### config.mk
export PLATFORM = sky130hd
export DESIGN_NAME = bch_matvec_reader
export DESIGN_NICKNAME = d
export VERILOG_FILES = /design/src/rtl/bch_pkg.sv /design/src/rtl/gf2_dot_w.sv /design/src/rtl/bch_matvec_reader.sv
export SDC_FILE = /design/constraint.sdc
export NUM_CORES = 1
export LEC_CHECK = 0
export ABC_AREA = 1
export BUFFER_PORTS_ARGS = -buffer_cell sky130_fd_sc_hd__buf_4
export CAP_MARGIN = 5
export CELL_PAD_IN_SITES_DETAIL_PLACEMENT = 1
export CELL_PAD_IN_SITES_GLOBAL_PLACEMENT = 1
export CORE_MARGIN = 1.5
export CORE_UTILIZATION = 36
export DETAILED_ROUTE_END_ITERATION = 8
export MAX_ROUTING_LAYER = met4
export PLACE_DENSITY_LB_ADDON = 0.1
export SETUP_SLACK_MARGIN = 0.05
export SYNTH_ARGS = -nofsm -noshare
export SYNTH_HDL_FRONTEND = slang
export SYNTH_SLANG_ARGS = --single-unit
export TNS_END_PERCENT = 20
### constraint.sdc
create_clock -name clk_1x -period 2.3 [get_ports clk_1x]
set_input_delay 0.575 -clock clk_1x [delete_from_list [all_inputs] [get_ports clk_1x]]
set_output_delay 0.575 -clock clk_1x [all_outputs]
set_load 0.005 [all_outputs]
### src/rtl/bch_pkg.sv
// rtl/bch_pkg.sv - shared widths and FSM encoding for the BCH coefficient-ROM reader
package bch_pkg;

   localparam int BCH_W  = 192;
   localparam int BCH_N  = 24;
   localparam int BCH_AW = 5;

   typedef enum logic [1:0] {
      IDLE  = 2'd0,
      RUN   = 2'd1,
      DRAIN = 2'd2,
      DONE  = 2'd3
   } bch_state_e;

endpackage

### src/rtl/gf2_dot_w.sv
// rtl/gf2_dot_w.sv - GF(2) dot product of one ROM row with the BCH state
module gf2_dot_w
   import bch_pkg::*;
#(
   parameter int W = BCH_W
) (
   input  logic [W-1:0] row,
   input  logic [W-1:0] state,
   output logic         dot
);

   assign dot = ^(row & state);

endmodule

### src/rtl/bch_matvec_reader.sv
// rtl/bch_matvec_reader.sv - walks one coefficient ROM and builds an N-bit next-state slice
module bch_matvec_reader
   import bch_pkg::*;
#(
   parameter int W  = BCH_W,
   parameter int N  = BCH_N,
   parameter int AW = BCH_AW
) (
   input  logic          clk_1x,
   input  logic          rst_n,
   input  logic          in_valid,
   output logic          in_ready,
   input  logic [W-1:0]  in_state,
   output logic          rom_rd_en,
   output logic [AW-1:0] rom_rdaddr,
   input  logic [W-1:0]  rom_rd_q,
   output logic          out_valid,
   input  logic          out_ready,
   output logic [N-1:0]  out_result
);

   localparam logic [1:0]    S_IDLE    = IDLE;
   localparam logic [1:0]    S_RUN     = RUN;
   localparam logic [1:0]    S_DRAIN   = DRAIN;
   localparam logic [1:0]    S_DONE    = DONE;
   localparam logic [AW-1:0] LAST_ADDR = AW'(N - 1);

   logic [1:0]    fsm;
   logic [AW-1:0] addr;
   logic [AW-1:0] pend_idx;
   logic          pend;
   logic [W-1:0]  state_reg;
   logic [N-1:0]  result;
   logic          row_dot;
   logic          accept;

   // in_ready is gated by rst_n so it reads 0 for the whole reset window
   assign in_ready   = rst_n && (fsm == S_IDLE);
   assign accept     = in_valid && in_ready;
   assign rom_rd_en  = (fsm == S_RUN);
   assign rom_rdaddr = addr;
   assign out_valid  = (fsm == S_DONE);
   assign out_result = result;

   gf2_dot_w #(.W(W)) u_dot (
      .row   (rom_rd_q),
      .state (state_reg),
      .dot   (row_dot)
   );

   always_ff @(posedge clk_1x or negedge rst_n) begin
      if (!rst_n) begin
         fsm       <= S_IDLE;
         addr      <= '0;
         state_reg <= '0;
      end else begin
         case (fsm)
            S_IDLE: begin
               if (accept) begin
                  state_reg <= in_state;
                  addr      <= '0;
                  fsm       <= S_RUN;
               end
            end
            S_RUN: begin
               // addr parks at the last row; it is cleared only on the next accept
               if (addr == LAST_ADDR) begin
                  fsm <= S_DRAIN;
               end else begin
                  addr <= addr + 1'b1;
               end
            end
            S_DRAIN: fsm <= S_DONE;
            default: begin
               if (out_ready) begin
                  fsm <= S_IDLE;
               end
            end
         endcase
      end
   end

   // The ROM port has one cycle of latency, so the row index travels alongside it
   always_ff @(posedge clk_1x or negedge rst_n) begin
      if (!rst_n) begin
         pend     <= 1'b0;
         pend_idx <= '0;
      end else begin
         pend     <= (fsm == S_RUN);
         pend_idx <= addr;
      end
   end

   always_ff @(posedge clk_1x or negedge rst_n) begin
      if (!rst_n) begin
         result <= '0;
      end else if (accept) begin
         result <= '0;
      end else if (pend) begin
         result[pend_idx] <= row_dot;
      end
   end

endmodule

### Yosys cells after proc, flatten, opt, wreduce, memory -nomap -nowiden

Cells that the tools add are included.

| storage, ports and cells | value |
|---|---|
| bits of input ports | 388 |
| bits in read-only memories | 0 |
| bits in registers | 229 |
| word-level logic and storage cells | 40 |
| bits in latches | 0 |
| memories | 0 |
| output and inout port bits | 32 |
| bits in writable memories | 0 |

| cells by class | value |
|---|---|
| multiply operators | 0 |
| add/sub/neg operators | 1 |
| div/mod/pow operators | 0 |
| magnitude comparators | 2 |
| bitwise gates (word level) | 1 |
| reduce and logical (&&, ||, !) cells | 11 |
| equality and inequality tests | 7 |
| shift-type cells | 0 |
| muxes and demuxes | 12 |

Operators with widths:

| operator | number |
|---|---|
| $and A192 B192 Y192 | 1 |
| $reduce_xor A192 Y1 | 1 |
| $mux W24 | 2 |
| $bwmux W24 | 1 |
| $mux W5 | 2 |
| $pmux W5 S2 | 1 |
| $lt A5 B6 Y1 const B | 1 |
| $mux W2 | 3 |
| $pmux W2 S3 | 1 |
| $reduce_and A3 Y1 | 2 |
| $add A5 B1 Y5 const B | 1 |
| $demux W1 S5 | 1 |
| $eq A5 B5 Y1 const B | 1 |
| $ge A5 B1 Y1 const B | 1 |
| $eq A2 B2 Y1 const B | 2 |
| $ne A2 B2 Y1 const B | 2 |
| $reduce_bool A2 Y1 | 2 |
| $reduce_bool A4 Y1 | 1 |
| $logic_and A1 B1 Y1 | 3 |
| $eq A2 B1 Y1 const B | 1 |
| $logic_not A2 Y1 | 1 |
| $ne A2 B1 Y1 const B | 1 |
| $reduce_and A2 Y1 | 1 |
| $mux W1 | 1 |

### Logic depth before layout (Yosys ltp)

| logic depth | value |
|---|---|
| depth in word-level cells | 7 |
| depth in mapped cells | 22 |

### Modules after synthesis

Synthesis repeated with hierarchy kept, for this count alone.

| unflattened totals | value |
|---|---|
| cell total of the unflattened synthesis | 2293 |
| area total of the unflattened synthesis | 14480.1 um2 |

Modules (own cells, without submodules):

| module | area each (um2) | cells each | instances |
|---|---|---|---|
| bch_matvec_reader | 9258.9 | 1050 | 1 |
| gf2_dot_w | 5221.3 | 1243 | 1 |

### Worst setup path after synthesis

No wires, ideal clock.

| path | value |
|---|---|
| path kind | input port to flip-flop |
| from | in rom_rd_q[136] |
| to | reg result[10], in the netlist out_result[10] |
| data arrival time | 1.974 ns |
| stages | 18 |
| required time | 2.166 ns |
| path buffers | 1 |
| path slack | 0.192 ns |
| cells stage by stage | nand2_1 -> xor2_1 -> nand2_1 -> nand2_1 -> nand2_2 -> nand2_4 -> inv_1 -> nand2_1 -> nand2_2 -> nand2_2 -> inv_1 -> nor2_1 -> nand2_1 -> nand2_2 -> nand3_2 -> nand2_4 -> buf_12 -> a21oi_4 |

| on the way | value |
|---|---|
| longest elaborated chain between the ends | 5 |

Ends and longest elaborated chain:

| element | RTL line | source |
|---|---|---|
| start, declared | bch_matvec_reader.sv:16 | `input logic [W-1:0] rom_rd_q,` |
| $and A192 B192 Y192 | gf2_dot_w.sv:12 | `assign dot = ^(row & state);` |
| $reduce_xor A192 Y1 | gf2_dot_w.sv:12 |  |
| $bwmux W24 | bch_matvec_reader.sv:100 | `result[pend_idx] <= row_dot;` |
| $mux W24 | bch_matvec_reader.sv:99 | `end else if (pend) begin` |
| $mux W24 | bch_matvec_reader.sv:97 | `end else if (accept) begin` |
| end signal, assigned by index | bch_matvec_reader.sv:100 |  |
| end, declared | bch_matvec_reader.sv:33 | `logic [N-1:0] result;` |

No other way between the ends. The select of a mux whose other input is x is not followed.
A chain may end at the register's enable or synchronous reset.

### Worst setup path after layout

| path | value |
|---|---|
| from | reg state_reg[76] |
| to | reg result[12], in the netlist out_result[12] |

| on the way | value |
|---|---|
| longest elaborated chain between the ends | 5 |

Ends and longest elaborated chain:

| element | RTL line | source |
|---|---|---|
| start, declared | bch_matvec_reader.sv:32 | `logic [W-1:0] state_reg;` |
| start signal, assigned | bch_matvec_reader.sv:60 | `state_reg <= in_state;` |
| $and A192 B192 Y192 | gf2_dot_w.sv:12 |  |
| $reduce_xor A192 Y1 | gf2_dot_w.sv:12 |  |
| $bwmux W24 | bch_matvec_reader.sv:100 |  |
| $mux W24 | bch_matvec_reader.sv:99 |  |
| $mux W24 | bch_matvec_reader.sv:97 |  |

No other way between the ends. The select of a mux whose other input is x is not followed.

==> summary.md <==
| Metric | Value |
|---|---|
| Status | complete, but fails checks |
| Failing checks | setup timing |
| R2R setup slack | -20 ps |
| Full die area | 38800 µm² |
| Final hold viol count | 0 |
| CTS Buf Count | 28 |
| Hold Path Class | in -> async |
| Mapped Cells | 1955 |
| Period utilization | 1.01 |
| Final WL | approximately 46000 µm |
| H-tree Lvls | 1 |
| Die Y | slightly below 200 µm |
| Final HPWL DP | 34200 µm |
| Max Freq | 431 MHz |
| CP most frequent cell | nand2_4 |
| Final Critical Period | approximately 2300 ps |
| Clk_lat worst skew | roughly 560 ps |
| DRC errors left | 0 |
| Avg WL per Cell | between 15 and 20 µm |
| Routability congestion estimate | slightly above 0.8 |
| Crit path max fanout | 4 |
| Clock Skew | between 7 and 8 ps |
| Post-Place Cells | between 2000 and 3000 |
| Post-route ant nets | 0 |
| CP Capture Type | register |
| Max FFs per register | between 150 and 200 |
| Fin nets | 2782 |
| First-pass GRT wire length | between 70000 and 80000 µm |
| Peak supply drop | between 1 and 1.5 mV |
| Seq cells post-synth | ~230 |
| Crit path launch type | register |
| Top-count cell post-synth | nand2_1 |
| Pin count of the biggest net entering global routing | 130 |
| CP cell instances | nand2_1 > nand3_2 > nand2_4 > nand2_4 > inv_2 > nor2_4 > nand2_4 > nand2_4 > nand2_4 > inv_2 > nor2_4 > nand2_2 > nand2_2 > nand2_2 > nand2_2 > nand2_4 > nand2_4 > nand2_4 > nand2_8 > buf_12 > buf_4 > a21oi_4 |
| Slew Viols, Final | 0 |
| Layout cells sized above 1 | 0.323 |
| CP arrival | about 2800 ps |
| Cell row count | 70 |
| Area grow syn2layout | 42.0% |
| Syn_nets | about 2300 |
| Reg clk slew, reported paths | 60 ps |
| Cell Pwr Density | 1550 nW/µm² |
| Post-synth top area cell | dfrtp_1 |
| Final WS setup | -20.2 ps |
| Clock sinks | between 200 and 250 |
| Top cell family by delay on the critical path | simple AND/OR/NAND/NOR gates |
| Post-synth EDFFs | 0 |
| Number of global-route vias before repair | around 15000 |
| Die X | between 150 and 200 µm |
| Slew @ Worst Pin | about 750 ps |
| Vias per Instance | about 4.8 |
| CTS tree | yes |
| Max_cap viols | 0 |
| Crit Path Class | reg -> reg |
| Starting density of the core | 0.368 |
| Number of setup violations in the final report | 9 |
| Clk buf depth | 3 |
| Adder-cell area share of the yosys netlist | 0.00462 |
| Largest family of logic cells by synthesized area | simple AND/OR/NAND/NOR gates |
| Synthesized cell area | approximately 14000 µm² |
| Leakage | between 10 and 15 nW |
| Required @ worst endpoint | roughly 2700 ps |
| Compound-gate portion of the synthesized area | 0.0397 |
| CTS root buffer | clkbuf_16 |
| Final Non-Filler Cells | 2886 |
| Slowest stage cell, crit path | dfrtp_1 |
| Remaining Overflow, GRT | 0 |
| Core area | between 30000 and 40000 µm² |
| Async set or reset register ratio after synthesis | 1.00 |
| First-pass DRT Iterations | 6 |
| Unrepaired setup endpoints after global routing | yes |
| Initial detailed-routing violation count | roughly 380 |
| Initial antenna violation count | 7 |
| Total track usage | 0.238 |
| WHS | 70.1 ps |
| Yosys warns | 0 |
| Max-slew headroom | 0.499 |
| XOR/XNOR share of the synthesized area | 0.0750 |
| Most frequent cells after synthesis | 1224 x nand2_1, 229 x dfrtp_1, 89 x nand3_1 |
| Mean post-synth cell area | around 6.9 µm² |
| Synth Flop Type | dfrtp_1 |
| Yosys cell types | 32 |
| Simple-gate share of the synthesized area | 0.415 |
| Yosys top cell area share | 0.423 |
| Sequential area share after synthesis | 0.423 |
| Multiplexer share of the synthesized area | 0 |
| # IOs | 420 |
| Worst path max stage delay | between 400 and 500 ps |
| Number of port buffers | about 420 |
| Synth area leaders | dfrtp_1 42%, nand2_1 34%, xnor2_1 3.4% |
| Worst path bufs/invs | 4 |
| Post-CTS Hold Buffers | 0 |
| DR vias | ~14000 |
-- metrics by stage --
| stage | cell area (µm²) | TNS, ps | power, mW | util | worst slack [ps] |
|---|---|---|---|---|---|
| final | 19200 | -129 | 29.8 | 0.523 | -20.2 |
| after CTS | 18500 | -291 | 28.5 | 0.504 | -32.1 |
| after detailed placement | 17300 | -7400 | 21.6 | 0.471 | -338 |
| after global routing | 19200 | -4650 | 32.1 | 0.523 | -245 |
| after global placement | 17300 | -5380 | 20.8 | 0.471 | -242 |
| after floorplan | 13500 | 0 | 17.4 | - | 192 |
-- path summary, 6_finish.rpt --
check                      cells after the start          start              to
max in group asynchronous                      2          rst_n   state_reg[10]
hold reg to reg                                0  rom_rdaddr[1]     pend_idx[1]
setup / recovery                              22  state_reg[76]  out_result[12]
min in group clk_1x                            3  in_state[131]  state_reg[131]
setup reg to reg                              22  state_reg[76]  out_result[12]
hold / removal                                 2          rst_n  state_reg[117]
-- what timing repair did --
action / CTS / global route
gates resized for setup: 30 / 159
pin swaps: 9 / 58
gates cloned: 1 / 0
endpoints found under the setup margin: 24 / 26
buffers inserted: 4 / 8
-- final cells by class --
cell class | count | area, µm²
Timing Repair Buffer | 451 | 3550
Inverter | 95 | 362
Fill cell | 4703 | 17600
Tap cell | 468 | 586
Antenna cell | 8 | 20.0
Sequential cell | 229 | 5730
Multi-Input combinational cell | 1584 | 7960
Clock buffer | 40 | 857
Clock inverter | 11 | 158
-- routing by layer --
layer  track usage  routed length, µm  up-vias
li1              -                  -     6810
met1         0.276              18600     6579
met2         0.408              23100      331
met3        0.0529               2810       88
met4        0.0792               1560        0
met5             -                  0        -
-- cell families after synthesis --
logic type               Yosys count
AND/OR/NAND/NOR                 1412
flip-flops                       229
buffers and inverters            142
XOR/XNOR                         107
AO/OA/AOI/OAI                     60
adder cells (fa/ha/maj)            5
-- where the power goes --
group / total (mW) / switching [mW] / leakage (nW) / internal [mW]
clock network: 4.85 / 1.84 / 0.505 / 3.02
logic: 17.7 / 10.1 / 7.15 / 7.59
registers: 7.22 / 1.36 / 2.89 / 5.86
-- layout by cell type (no fill, tap or decap), types with 2 or more instances in the layout --
| cell type | instances |
|---|---|
| nand2_1 | 1112 |
| buf_4 | 437 |
| dfrtp_1 | 229 |
| nand2_2 | 143 |
| nand3_1 | 84 |
| inv_1 | 66 |
| xnor2_1 | 32 |
| xor2_1 | 31 |
| nor2_1 | 31 |
| clkbuf_16 | 29 |
| inv_2 | 28 |
| o21ai_0 | 26 |
| xnor2_2 | 24 |
| a21oi_4 | 20 |
| nand2_4 | 18 |
| xor2_2 | 17 |
| buf_12 | 11 |
| clkbuf_8 | 9 |
| diode_2 | 8 |
| nand3_2 | 8 |
| a21oi_1 | 7 |
| nor2_4 | 6 |
| clkinv_2 | 6 |
| nor2_2 | 4 |
| ha_1 | 4 |
| bufinv_16 | 4 |
| xnor2_4 | 3 |
| a21oi_2 | 3 |
| clkbuf_1 | 2 |
Note: power is estimated with default switching activity, not from simulation.
